--- src/rtl/mem_port_arbiter_pkg.sv ---
// rtl/mem_port_arbiter_pkg.sv - shared types, ids and access legality check for the memory port arbiter
package mem_arb_pkg;

  typedef enum logic [1:0] {
    IDLE   = 2'd0,
    ACCESS = 2'd1,
    RESP   = 2'd2
  } arb_state_e;

  localparam logic REQ_CPU = 1'b0;
  localparam logic REQ_DBG = 1'b1;

  // An access is legal when word aligned and it is not a CPU store into the
  // instruction region. The loader may write any aligned word.
  function automatic logic arb_is_legal(
    input logic [31:0] addr,
    input logic        we,
    input logic        id,
    input int unsigned ram_size_bit,
    input int unsigned inst_words
  );
    logic [31:0] word_idx;
    word_idx = (addr >> 2) & ((32'd1 << ram_size_bit) - 32'd1);
    return (addr[1:0] == 2'b00) && !((id == REQ_CPU) && we && (word_idx < inst_words));
  endfunction

endpackage

--- src/rtl/mem_port_arbiter_if.sv ---
// rtl/mem_port_arbiter_if.sv - one requester port of the memory arbiter
interface mem_port_arbiter_if;
  logic        req;
  logic        we;
  logic [31:0] addr;
  logic [31:0] wdata;
  logic        gnt;
  logic        done;
  logic        err;

  modport master (output req, we, addr, wdata, input gnt, done, err);
  modport slave  (input req, we, addr, wdata, output gnt, done, err);
endinterface

--- src/rtl/mem_port_arbiter_rr_arbiter2.sv ---
// rtl/mem_port_arbiter_rr_arbiter2.sv - two-way round-robin / fixed-priority picker with last-grant register
module rr_arbiter2
  import mem_arb_pkg::*;
#(
  parameter bit FIXED_PRIO = 1'b0
) (
  input  logic       clk,
  input  logic       reset,
  input  logic [1:0] i_req,     // bit 0 = CPU, bit 1 = loader
  input  logic       i_take,    // arbitration edge: winner becomes the new last
  output logic       o_any,
  output logic       o_winner
);

  logic r_last;
  logic w_winner;

  // Single requester wins; a tie goes to the CPU or to whoever did not win last
  always_comb begin
    w_winner = REQ_CPU;
    if (i_req == 2'b10) begin
      w_winner = REQ_DBG;
    end else if (i_req == 2'b11) begin
      w_winner = FIXED_PRIO ? REQ_CPU : ~r_last;
    end
  end

  // Remember the last winner; reset value makes the CPU win the first tie
  always_ff @(posedge clk or negedge reset) begin
    if (!reset) begin
      r_last <= REQ_DBG;
    end else if (i_take && o_any) begin
      r_last <= w_winner;
    end
  end

  assign o_any    = |i_req;
  assign o_winner = w_winner;

endmodule

--- src/rtl/mem_port_arbiter.sv ---
// rtl/mem_port_arbiter.sv - serialises CPU and loader accesses onto the single-port unified memory
module mem_port_arbiter
  import mem_arb_pkg::*;
#(
  parameter int unsigned RAM_SIZE_BIT = 8,
  parameter int unsigned INST_WORDS   = 32,
  parameter bit          FIXED_PRIO   = 1'b0
) (
  input  logic                     clk,
  input  logic                     reset,
  mem_port_arbiter_if.slave        cpu,
  mem_port_arbiter_if.slave        dbg,
  output logic [31:0]              rdata,
  output logic [31:0]              mem_addr,
  output logic [31:0]              mem_wdata,
  output logic                     mem_read,
  output logic                     mem_write,
  input  logic [31:0]              mem_rdata
);

  arb_state_e  r_state;
  logic        r_we;
  logic        r_id;
  logic        r_legal;
  logic [1:0]  r_gnt;
  logic [1:0]  r_done;
  logic [1:0]  r_err;
  logic [31:0] r_rdata;
  logic [31:0] r_mem_addr;
  logic [31:0] r_mem_wdata;
  logic        r_mem_read;
  logic        r_mem_write;

  logic        w_take;
  logic        w_any;
  logic        w_winner;
  logic [1:0]  w_win_onehot;
  logic [1:0]  w_id_onehot;
  logic [31:0] w_sel_addr;
  logic [31:0] w_sel_wdata;
  logic        w_sel_we;
  logic        w_sel_legal;

  // New requests are only considered when no access is in flight
  assign w_take = (r_state == IDLE) || (r_state == RESP);

  rr_arbiter2 #(
    .FIXED_PRIO (FIXED_PRIO)
  ) u_rr_arbiter2 (
    .clk      (clk),
    .reset    (reset),
    .i_req    ({dbg.req, cpu.req}),
    .i_take   (w_take),
    .o_any    (w_any),
    .o_winner (w_winner)
  );

  assign w_sel_addr   = (w_winner == REQ_DBG) ? dbg.addr  : cpu.addr;
  assign w_sel_wdata  = (w_winner == REQ_DBG) ? dbg.wdata : cpu.wdata;
  assign w_sel_we     = (w_winner == REQ_DBG) ? dbg.we    : cpu.we;
  assign w_sel_legal  = arb_is_legal(w_sel_addr, w_sel_we, w_winner, RAM_SIZE_BIT, INST_WORDS);
  assign w_win_onehot = (w_winner == REQ_DBG) ? 2'b10 : 2'b01;
  assign w_id_onehot  = (r_id == REQ_DBG) ? 2'b10 : 2'b01;

  // Access sequencer: all outputs are registered so a single strobe cycle
  // lands exactly in ACCESS and done/err/rdata land exactly in RESP
  always_ff @(posedge clk or negedge reset) begin
    if (!reset) begin
      r_state     <= IDLE;
      r_we        <= 1'b0;
      r_id        <= REQ_CPU;
      r_legal     <= 1'b0;
      r_gnt       <= 2'b00;
      r_done      <= 2'b00;
      r_err       <= 2'b00;
      r_rdata     <= 32'd0;
      r_mem_addr  <= 32'd0;
      r_mem_wdata <= 32'd0;
      r_mem_read  <= 1'b0;
      r_mem_write <= 1'b0;
    end else begin
      case (r_state)
        IDLE, RESP: begin
          r_done <= 2'b00;
          r_err  <= 2'b00;
          if (w_any) begin
            r_state     <= ACCESS;
            r_id        <= w_winner;
            r_we        <= w_sel_we;
            r_legal     <= w_sel_legal;
            r_gnt       <= w_win_onehot;
            r_mem_addr  <= w_sel_addr;
            r_mem_read  <= w_sel_legal & ~w_sel_we;
            r_mem_write <= w_sel_legal & w_sel_we;
            if (w_sel_legal) begin
              r_mem_wdata <= w_sel_wdata;
            end
          end else begin
            r_state <= IDLE;
            r_gnt   <= 2'b00;
          end
        end
        ACCESS: begin
          r_state     <= RESP;
          r_gnt       <= 2'b00;
          r_mem_read  <= 1'b0;
          r_mem_write <= 1'b0;
          r_rdata     <= (r_legal && !r_we) ? mem_rdata : 32'd0;
          r_done      <= w_id_onehot;
          r_err       <= r_legal ? 2'b00 : w_id_onehot;
        end
        default: begin
          r_state <= IDLE;
        end
      endcase
    end
  end

  assign cpu.gnt   = r_gnt[0];
  assign cpu.done  = r_done[0];
  assign cpu.err   = r_err[0];
  assign dbg.gnt   = r_gnt[1];
  assign dbg.done  = r_done[1];
  assign dbg.err   = r_err[1];
  assign rdata     = r_rdata;
  assign mem_addr  = r_mem_addr;
  assign mem_wdata = r_mem_wdata;
  assign mem_read  = r_mem_read;
  assign mem_write = r_mem_write;

endmodule
--- src/flat_wrapper.sv ---
// flat-port wrapper written by rule: the top's interface ports become plain ports
module mem_port_arbiter_flat import mem_arb_pkg::*;
#(
  parameter int unsigned RAM_SIZE_BIT = 8,
  parameter int unsigned INST_WORDS   = 32,
  parameter bit          FIXED_PRIO   = 1'b0
)
  (clk, reset, rdata, mem_addr, mem_wdata, mem_read, mem_write, mem_rdata, cpu_req, cpu_we, cpu_addr, cpu_wdata, cpu_gnt, cpu_done, cpu_err, dbg_req, dbg_we, dbg_addr, dbg_wdata, dbg_gnt, dbg_done, dbg_err);
  mem_port_arbiter_if cpu_i ();
  mem_port_arbiter_if dbg_i ();
  input  logic clk;
  input  logic reset;
  output logic [31:0] rdata;
  output logic [31:0] mem_addr;
  output logic [31:0] mem_wdata;
  output logic mem_read;
  output logic mem_write;
  input  logic [31:0] mem_rdata;
  input wire logic [$bits(cpu_i.req)-1:0] cpu_req;
  input wire logic [$bits(cpu_i.we)-1:0] cpu_we;
  input wire logic [$bits(cpu_i.addr)-1:0] cpu_addr;
  input wire logic [$bits(cpu_i.wdata)-1:0] cpu_wdata;
  output wire logic [$bits(cpu_i.gnt)-1:0] cpu_gnt;
  output wire logic [$bits(cpu_i.done)-1:0] cpu_done;
  output wire logic [$bits(cpu_i.err)-1:0] cpu_err;
  input wire logic [$bits(dbg_i.req)-1:0] dbg_req;
  input wire logic [$bits(dbg_i.we)-1:0] dbg_we;
  input wire logic [$bits(dbg_i.addr)-1:0] dbg_addr;
  input wire logic [$bits(dbg_i.wdata)-1:0] dbg_wdata;
  output wire logic [$bits(dbg_i.gnt)-1:0] dbg_gnt;
  output wire logic [$bits(dbg_i.done)-1:0] dbg_done;
  output wire logic [$bits(dbg_i.err)-1:0] dbg_err;
  assign cpu_i.req = cpu_req;
  assign cpu_i.we = cpu_we;
  assign cpu_i.addr = cpu_addr;
  assign cpu_i.wdata = cpu_wdata;
  assign cpu_gnt = cpu_i.gnt;
  assign cpu_done = cpu_i.done;
  assign cpu_err = cpu_i.err;
  assign dbg_i.req = dbg_req;
  assign dbg_i.we = dbg_we;
  assign dbg_i.addr = dbg_addr;
  assign dbg_i.wdata = dbg_wdata;
  assign dbg_gnt = dbg_i.gnt;
  assign dbg_done = dbg_i.done;
  assign dbg_err = dbg_i.err;
  mem_port_arbiter #(.RAM_SIZE_BIT(RAM_SIZE_BIT), .INST_WORDS(INST_WORDS), .FIXED_PRIO(FIXED_PRIO)) u_core (.clk(clk), .reset(reset), .cpu(cpu_i), .dbg(dbg_i), .rdata(rdata), .mem_addr(mem_addr), .mem_wdata(mem_wdata), .mem_read(mem_read), .mem_write(mem_write), .mem_rdata(mem_rdata));
endmodule
--- config.mk ---
export PLATFORM = sky130hd
export DESIGN_NAME = mem_port_arbiter_flat
export DESIGN_NICKNAME = d
export VERILOG_FILES = /design/src/rtl/mem_port_arbiter_pkg.sv /design/src/rtl/mem_port_arbiter_if.sv /design/src/rtl/mem_port_arbiter_rr_arbiter2.sv /design/src/rtl/mem_port_arbiter.sv /design/src/flat_wrapper.sv
export SDC_FILE = /design/constraint.sdc
export NUM_CORES = 1
export LEC_CHECK = 0
export CAP_MARGIN = 40
export CORE_ASPECT_RATIO = 0.6
export CORE_UTILIZATION = 33
export DETAILED_ROUTE_END_ITERATION = 8
export PLACE_DENSITY = 0.85
export SLEW_MARGIN = 0
export SYNTH_ARGS = -nofsm -noshare
export SYNTH_HDL_FRONTEND = slang
export SYNTH_SLANG_ARGS = --single-unit
--- constraint.sdc ---
create_clock -name clk -period 2 [get_ports clk]
set_input_delay 0.2 -clock clk [delete_from_list [all_inputs] [get_ports clk]]
set_output_delay 0.2 -clock clk [all_outputs]
set_load 0.02 [all_outputs]
Word level (Yosys, flattened, before mapping)
Index checks and enable logic that the tools add are counted.

Flip-flop bits (word level): 110. Input bits: 166.

Magnitude comparators: 1. Eq/ne operators: 5. Muxes and demuxes: 19. Bitwise logic cells: 5. Reduce and logical (&&, ||, !) cells: 16.

Operators with widths (count): $mux 32 (3); $pmux 2 s2 (4); $lt 8x6->1 const B (1); $mux 2 (4); $eq 2x2->1 const B (3); $mux 1 (6); $logic_and 1x1->1 (5); $logic_not 2->1 (2); $pmux 1 s2 (2); $reduce_and 2->1 (2); $reduce_or 2->1 (2); $not 1->1 (3); $reduce_and 3->1 (1); $and 1x1->1 (2); $eq 2x1->1 const B (1); $logic_not 1->1 (2); $ne 2x2->1 const B (1); $reduce_bool 2->1 (1); $logic_or 1x1->1 (1).

Logic depth before layout (Yosys ltp)
Gate-level depths: netlist (run 1).

Depth in word-level cells: 11. Mapped depth: 7.

Modules after synthesis
Synthesis (run 1) repeated with hierarchy kept, for this count alone.

Cells, all modules: 409. Area, all modules: 4838.4 um^2.

Modules (own cells, without submodules): mem_port_arbiter (times used 1, cells each 404, area an instance 4787.1 um^2); rr_arbiter2 (times used 1, cells each 5, area an instance 51.3 um^2).

Worst setup path before layout (run 1)
No wires, ideal clock.

Path kind: register -> register. Start point: reg u_core.u_rr_arbiter2.r_last. End point: reg u_core.r_mem_wdata[10], in the netlist u_core.mem_wdata[10]. Data arrival time: 1.883 ns. Data required time: 1.873 ns. Slack: -0.010 ns. Stages on the path, launching flop included: 7. Clock period less this slack: 2.010 ns. Path through: dfstp_2 -> a21bo_2 -> buf_6 -> o32a_1 -> nor4b_4 -> buf_6 -> mux2_1.

Word-level cells in the longest chain between the ends: 9. Elaborated cells between the ends (all ways): 14. Classes of those cells: order compare: 1; mux: 5; bitwise: 2; reduce/logical: 6.

RTL lines: start, declared (line mem_port_arbiter_rr_arbiter2.sv:15) `logic r_last;`; start signal, assigned (line mem_port_arbiter_rr_arbiter2.sv:33) `r_last <= w_winner;`; $not 1->1 (*) (line mem_port_arbiter_rr_arbiter2.sv:24) `w_winner = FIXED_PRIO ? REQ_CPU : ~r_last;`; $mux 1 (*) (line mem_port_arbiter_rr_arbiter2.sv:23) `end else if (i_req == 2'b11) begin`; $mux 1 (*) (line mem_port_arbiter_rr_arbiter2.sv:21) `if (i_req == 2'b10) begin`; $mux 32, or another cell as far along (line mem_port_arbiter.sv:58) `assign w_sel_addr = (w_winner == REQ_DBG) ? dbg.addr : cpu.addr;`; $lt 8x6->1 / $logic_and 1x1->1 (equally long branches) (line mem_port_arbiter_pkg.sv:24) `return (addr[1:0] == 2'b00) && !((id == REQ_CPU) && we && (word_idx < inst_words));`; $logic_and 1x1->1 (line mem_port_arbiter_pkg.sv:24); $logic_not 1->1 (line mem_port_arbiter_pkg.sv:24); $logic_and 1x1->1 (line mem_port_arbiter_pkg.sv:24); $reduce_and 3->1 (no source line); end signal, assigned (line mem_port_arbiter.sv:96) `r_mem_wdata <= w_sel_wdata;`; end, declared (line mem_port_arbiter.sv:30) `logic [31:0] r_mem_wdata;`.

Every way passes the cells marked *; elsewhere a longest branch is shown, timed or not. A chain may end at the register's enable or synchronous reset.

Worst setup path after layout (run 1)
Start point: reg u_core.u_rr_arbiter2.r_last. End point: reg u_core.r_mem_wdata[12], in the netlist u_core.mem_wdata[12].

The elaborated chain is that of the path after synthesis.

==> run_results.csv, run 1 <==
group,metric,value,unit
outcome,status,"complete, no violations",
worst_setup_path,path_delay_family,"flip-flops",
floorplanning,die_x,157,um
floorplanning,dieArea,0.0149,sq mm
synthesis,synth_warnings,0,
placement,gp_congestion,0.710,
synthesis,syn-cell-area,0.00476,sq mm
synthesis,ys_seq_elements,110,
worst_setup_path,crit_required,2.22,ns
worst_setup_path,cp-startpoint,"u_core.u_rr_arbiter2.r_last$_DFFE_PN1P_",
grt,grt_pass1_wl,21300,um
floorplanning,die_height,95.1,um
route,wl_per_cell,16.0,um
worst_setup_path,critPathMaxStageDelay,0.56,ns
synthesis,synth.area.top_cells,"dfrtp_1, nand2_1, mux2_1",
route,vias,4234,
power_and_ir_drop,cellLeakagePower,3.74,nW
timing,final.min_clock_period,1.99,ns
timing,clock.fmax,503,MHz
timing,fin_skew,0.0118,ns
cts,cts_inserted_buffers,9,
cts,clk_pin_slew,0.08,ns
synthesis,ys_types,33,
final_layout,final_common_cell,"clkdlybuf4s50_1",
timing,hold_viol_final,0,
timing,worst_pin_slew,0.417,ns
job,maxCapViolCount,0,
route,wl,14600,um
timing,rsz0062_at_grt,"yes",
route,ant_nets,0,
placement,pre_cts_ws,-0.304,ns
worst_hold_path,hp-class,"in2async",
worst_setup_path,slowest_stage,"dfstp_2",
final_layout,diodes,0,
final_layout,fin_area,0.00824,sq mm
placement,portBuffers,269,
floorplanning,std_cell_rows,33,
synthesis,yosysTopAreaCellShare,57.3,%
cts,htree_levels,3,
route,drt_pass1_iterations,4,
worst_setup_path,critPathArrivalTime,2.21,ns
cts,cts-root-buf,"clkbuf_16",
timing,post-route-period-util,99.3,%
floorplanning,core,0.0139,sq mm
timing,setup_violations,0,
synthesis,avgSynthCellArea,10.9,sq um
grt,grt.total_usage,18.6,%
power_and_ir_drop,peakVddDrop,0.000469,V
synthesis,synth_nets,604,
worst_setup_path,critPathLaunchType,"register",
worst_setup_path,path_max_fanout,8,
power_and_ir_drop,powerDensity,1020,mW/mm^2
final_layout,areaGrowthSynthToFinish,73.1,%
final_layout,nets,878,
final_layout,layout_common_cells,"clkdlybuf4s50_1, nand2_1, dfrtp_1, o21ai_0, a22o_1",
cts,cts_tree,"built",
placement,hpwl,10500,um
final_layout,drive_gt1_share,9.76,%
timing,fin_setup_tns,0,ns
cts,clock_latency,0.35,ns
floorplanning,ios,270,
grt,first_global_vias,4199,
synthesis,yosysSeqAreaShare,57.8,%
cts,clk_path_buf_depth,2,
final_layout,fillers,1197,
floorplanning,start_util,34.3,%
synthesis,syn_inst,438,
grt,overflow,0,
route,drtIter0Drc,168,
grt,antenna_found_initial,0,
timing,max_slew_margin,72.2,%
synthesis,yosys.area.top_type,"dfrtp_1",
worst_setup_path,cp_cell_sequence,"a21bo_4 -> mux2i_2 -> nor4b_4 -> buf_6 -> clkbuf_16 -> mux2_4",
route,drc,0,
grt,grt_max_degree,64,
worst_setup_path,endpoint_kind,"register",
worst_setup_path,rr_startpoint,"u_core.u_rr_arbiter2.r_last$_DFFE_PN1P_",
route,vias_per_cell,4.66,
worst_setup_path,critPathKind,"reg2reg",
worst_setup_path,critPathBufInv,2,
timing,final_max_slew_viol_count,0,
timing,worst_slack,0.0137,ns
cts,cts.sinks,110,
power_and_ir_drop,p_total,8.40,mW
placement,placed_area,0.00777,sq mm
-- power breakdown --
group | leakage [nW] | internal, mW | switching, mW
sequential | 1.39 | 2.81 | 0.329
combinational | 2.21 | 1.86 | 1.62
clock | 0.144 | 0.888 | 0.894
total | 3.74 | 5.56 | 2.84
-- layout make-up --
cell class	instances	area (sq um)	share of cell area, %
clock buffers	9	225	2.73
clock inverters	7	77.6	0.941
multi-input cells	294	1960	23.8
repair buffers	292	2970	36.0
flip-flops and latches	110	2750	33.4
inverters	5	18.8	0.228
well taps	192	240	2.91
-- per-stage QoR --
| step | cells | hold slack [ns] | util, % |
|---|---|---|---|
| floorplan | 438 | -0.0956 | - |
| global placement | 888 | 0.167 | 56.0 |
| detailed placement | 888 | 0.166 | 56.0 |
| CTS | 905 | 0.332 | 58.3 |
| global route | 909 | 0.366 | 59.4 |
| finish | 909 | 0.326 | 59.4 |
-- cell usage after synthesis --
cell and count:
dfrtp_1 109, o21ai_1 1, mux2_2 4, nor3b_1 1, and3_1 2, nand2b_1 2, a21o_1 1, a21bo_2 1
a22o_1 32, nand3_1 1, nor4b_4 1, buf_6 4, nor2b_1 1, dfstp_2 1, nor3_1 1, a22oi_1 1
buf_2 1, or4b_2 1, inv_1 4, a221o_1 1, clkbuf_1 24, nor4_1 1, a21boi_1 1, o21ai_0 34
nand2_1 129, clkinv_1 1, nor2_1 9, o32a_1 1, a31o_2 2, mux2i_1 32, a21oi_1 4, a31oi_1 1
mux2_1 29
-- metal layers --
metal,routed length (um),track usage [%]
met5,0,0
met4,137,3.48
met3,1200,6.41
met2,6750,32.1
met1,6460,22.9
-- what timing repair did --
item,4_1_cts,5_1_grt
hold endpoints to repair,29,0
cloned,0,3
buffers inserted,0,1
setup endpoints to repair,32,45
pin swaps,0,1
resized for setup,1,22
hold buffers,1,0
-- logic make-up after synthesis --
group	Yosys count	synth area share, %
AOI/OAI and AO/OA	80	11.6
buffers and inverters	34	3.34
DFF	110	57.8
muxes	65	14.5
and+or+nand+nor	149	12.7
-- worst paths after layout --
kind	end	slack [ns]	depth (start not counted)
worst min-delay path	u_core.mem_addr[24]$_DFFE_PN0P_	0.33	2
worst max-delay path	u_core.mem_wdata[12]$_DFFE_PN0P_	0.01	6
worst max register to register	u_core.mem_wdata[12]$_DFFE_PN0P_	0.01	6
worst min register to register	u_core.mem_addr[6]$_DFFE_PN0P_	0.48	2
min in group clk	u_core.rdata[18]$_DFFE_PN0P_	0.44	2
max in group asynchronous	u_core.u_rr_arbiter2.r_last$_DFFE_PN1P_	0.94	3
-- registers in the layout, indices dropped and copies added, names as in the netlist, 2 cells and up --
name and cells:
u_core.mem_addr 32, u_core.mem_wdata 32, u_core.rdata 32, u_core.r_done 2, u_core.r_err 2, u_core.r_gnt 2
u_core.r_state 2
Power figures use the tool's default switching activity.
==> run 2, diff against run 1 <==
CTS_CLUSTER_SIZE = 20   (was unset)
==> results of run 2 <==
The final DEF is identical to that of run 1; final timing and power are the same.
==> run 3, diff against run 2 <==
HOLD_SLACK_MARGIN = 0.1   (was unset)
SKIP_LAST_GASP = 1   (was unset)
==> run_results.csv, run 3 (synthesis results as in run 1) <==
group,metric,value,unit
route,drc,0,
power_and_ir_drop,powerDensity,1020,mW/mm^2
grt,gr-usage-met1,22.9,%
final_layout,areaGrowthSynthToFinish,72.9,%
power_and_ir_drop,cellLeakagePower,3.74,nW
placement,placed_area,0.00777,sq mm
worst_setup_path,critPathArrivalTime,2.23,ns
final_layout,diodes,0,
grt,overflow,0,
final_layout,drive_gt1_share,9.62,%
worst_setup_path,crit_required,2.22,ns
route,vias,4223,
placement,portBuffers,269,
route,wl,14500,um
timing,fin_setup_tns,-0.00834,ns
floorplanning,dieArea,0.0149,sq mm
floorplanning,std_cell_rows,33,
timing,fin_skew,0.0118,ns
floorplanning,die_x,157,um
final_layout,finalNonFillerCells,909,
grt,met3_usage,6.41,%
timing,final_max_slew_viol_count,0,
route,ant_nets,0,
floorplanning,ios,270,
worst_setup_path,critPathLaunchType,"register",
final_layout,nets,878,
cts,clock_latency,0.35,ns
timing,rsz0062_at_grt,"yes",
timing,worst_pin_slew,0.417,ns
timing,final.min_clock_period,2.01,ns
timing,max_slew_margin,72.2,%
final_layout,fillers,1200,
placement,dp_cells,888,
worst_setup_path,rr_worst_depth,6,
outcome,failed_checks,"setup timing",
route,wl_per_cell,16.0,um
grt,top_usage_layer,"met2",
timing,setup_violations,1,
worst_setup_path,r2r_slack,-0.008,ns
job,maxCapViolCount,0,
power_and_ir_drop,p_total,8.38,mW
final_layout,final_common_cell,"clkdlybuf4s50_1",
cts,clk_pin_slew,0.08,ns
floorplanning,die_height,95.1,um
route,drt_pass1_iterations,4,
cts,htree_levels,3,
worst_setup_path,critPathKind,"reg2reg",
timing,clock.fmax,498,MHz
grt,antenna_found_initial,0,
cts,cts_tree,"built",
floorplanning,core,0.0139,sq mm
worst_hold_path,hp-class,"in2async",
grt,grt_max_degree,64,
placement,hpwl,10500,um
grt,first_global_vias,4199,
route,vias_per_cell,4.65,
timing,hold_viol_final,0,
worst_setup_path,endpoint_kind,"register",
grt,grt.total_usage,18.6,%
floorplanning,start_util,34.3,%
cts,cts-root-buf,"clkbuf_16",
cts,clk_path_buf_depth,2,
timing,worst_slack,-0.00834,ns
timing,post-route-period-util,100,%
worst_setup_path,path_max_fanout,8,
final_layout,fin_area,0.00824,sq mm
grt,grt_pass1_wl,21300,um
power_and_ir_drop,peakVddDrop,0.000469,V
cts,cts.sinks,110,
cts,cts_inserted_buffers,9,
final_layout,layout_common_cells,"clkdlybuf4s50_1, nand2_1, dfrtp_1, o21ai_0, a22o_1",
placement,gp_congestion,0.710,
route,drtIter0Drc,169,
grt,grt_use_met2,32.1,%
outcome,status,"finished with violations",
-- run 3: routing by layer --
layer  vias up  share of wire [%]
met5         -                  0
met4         0               0.94
met3        12                8.2
met2       162                 46
met1      2003                 44
li1       2046                  -
-- run 3: cell type report --
type / count / area, sq um / share of cell area (%)
repair buffers: 292 / 2960 / 36.0
flip-flops and latches: 110 / 2750 / 33.4
multi-input cells: 294 / 1960 / 23.8
well taps: 192 / 240 / 2.92
clock buffers: 9 / 225 / 2.73
clock inverters: 7 / 77.6 / 0.942
inverters: 5 / 18.8 / 0.228
-- run 3: power breakdown --
group	internal, mW	switching, mW	total, mW	leakage (nW)
logic	1.85	1.61	3.46	2.20
registers	2.81	0.329	3.14	1.39
clock network	0.888	0.894	1.78	0.144
-- run 3: per-stage QoR --
step                      worst slack, ns  util, %  hold slack, ns
after floorplan                  -0.00627        -         -0.0956
after CTS                         -0.0332     58.3           0.332
after global routing              -0.0342     59.4           0.366
after global placement             -0.252     56.0           0.167
final                            -0.00834     59.4           0.326
after detailed placement           -0.304     56.0           0.166
-- run 3: worst max-delay path: stages (launching register included) --
cell       delay (ns)
dfstp_2          0.56
a21bo_4          0.15
mux2i_2          0.24
nor4b_4          0.24
buf_6            0.18
clkbuf_16        0.18
mux2_1           0.33
-- run 3: worst paths after layout --
check | start | endpoint
worst max-delay path | u_core.u_rr_arbiter2.r_last$_DFFE_PN1P_ | u_core.mem_wdata[12]$_DFFE_PN0P_
worst min-delay path | reset | u_core.mem_addr[24]$_DFFE_PN0P_
worst max register to register | u_core.u_rr_arbiter2.r_last$_DFFE_PN1P_ | u_core.mem_wdata[12]$_DFFE_PN0P_
worst min register to register | u_core.mem_addr[6]$_DFFE_PN0P_ | u_core.mem_addr[6]$_DFFE_PN0P_
max in group asynchronous | reset | u_core.u_rr_arbiter2.r_last$_DFFE_PN1P_
min in group clk | mem_rdata[18] | u_core.rdata[18]$_DFFE_PN0P_
-- run 3: what timing repair did --
item / CTS / global route
cloned: 0 / 3
endpoints found under the hold margin: 29 / 0
pin swaps: 0 / 1
hold buffers: 1 / 0
setup buffers: 0 / 1
setup endpoints to repair: 32 / 45
resized for setup: 1 / 20
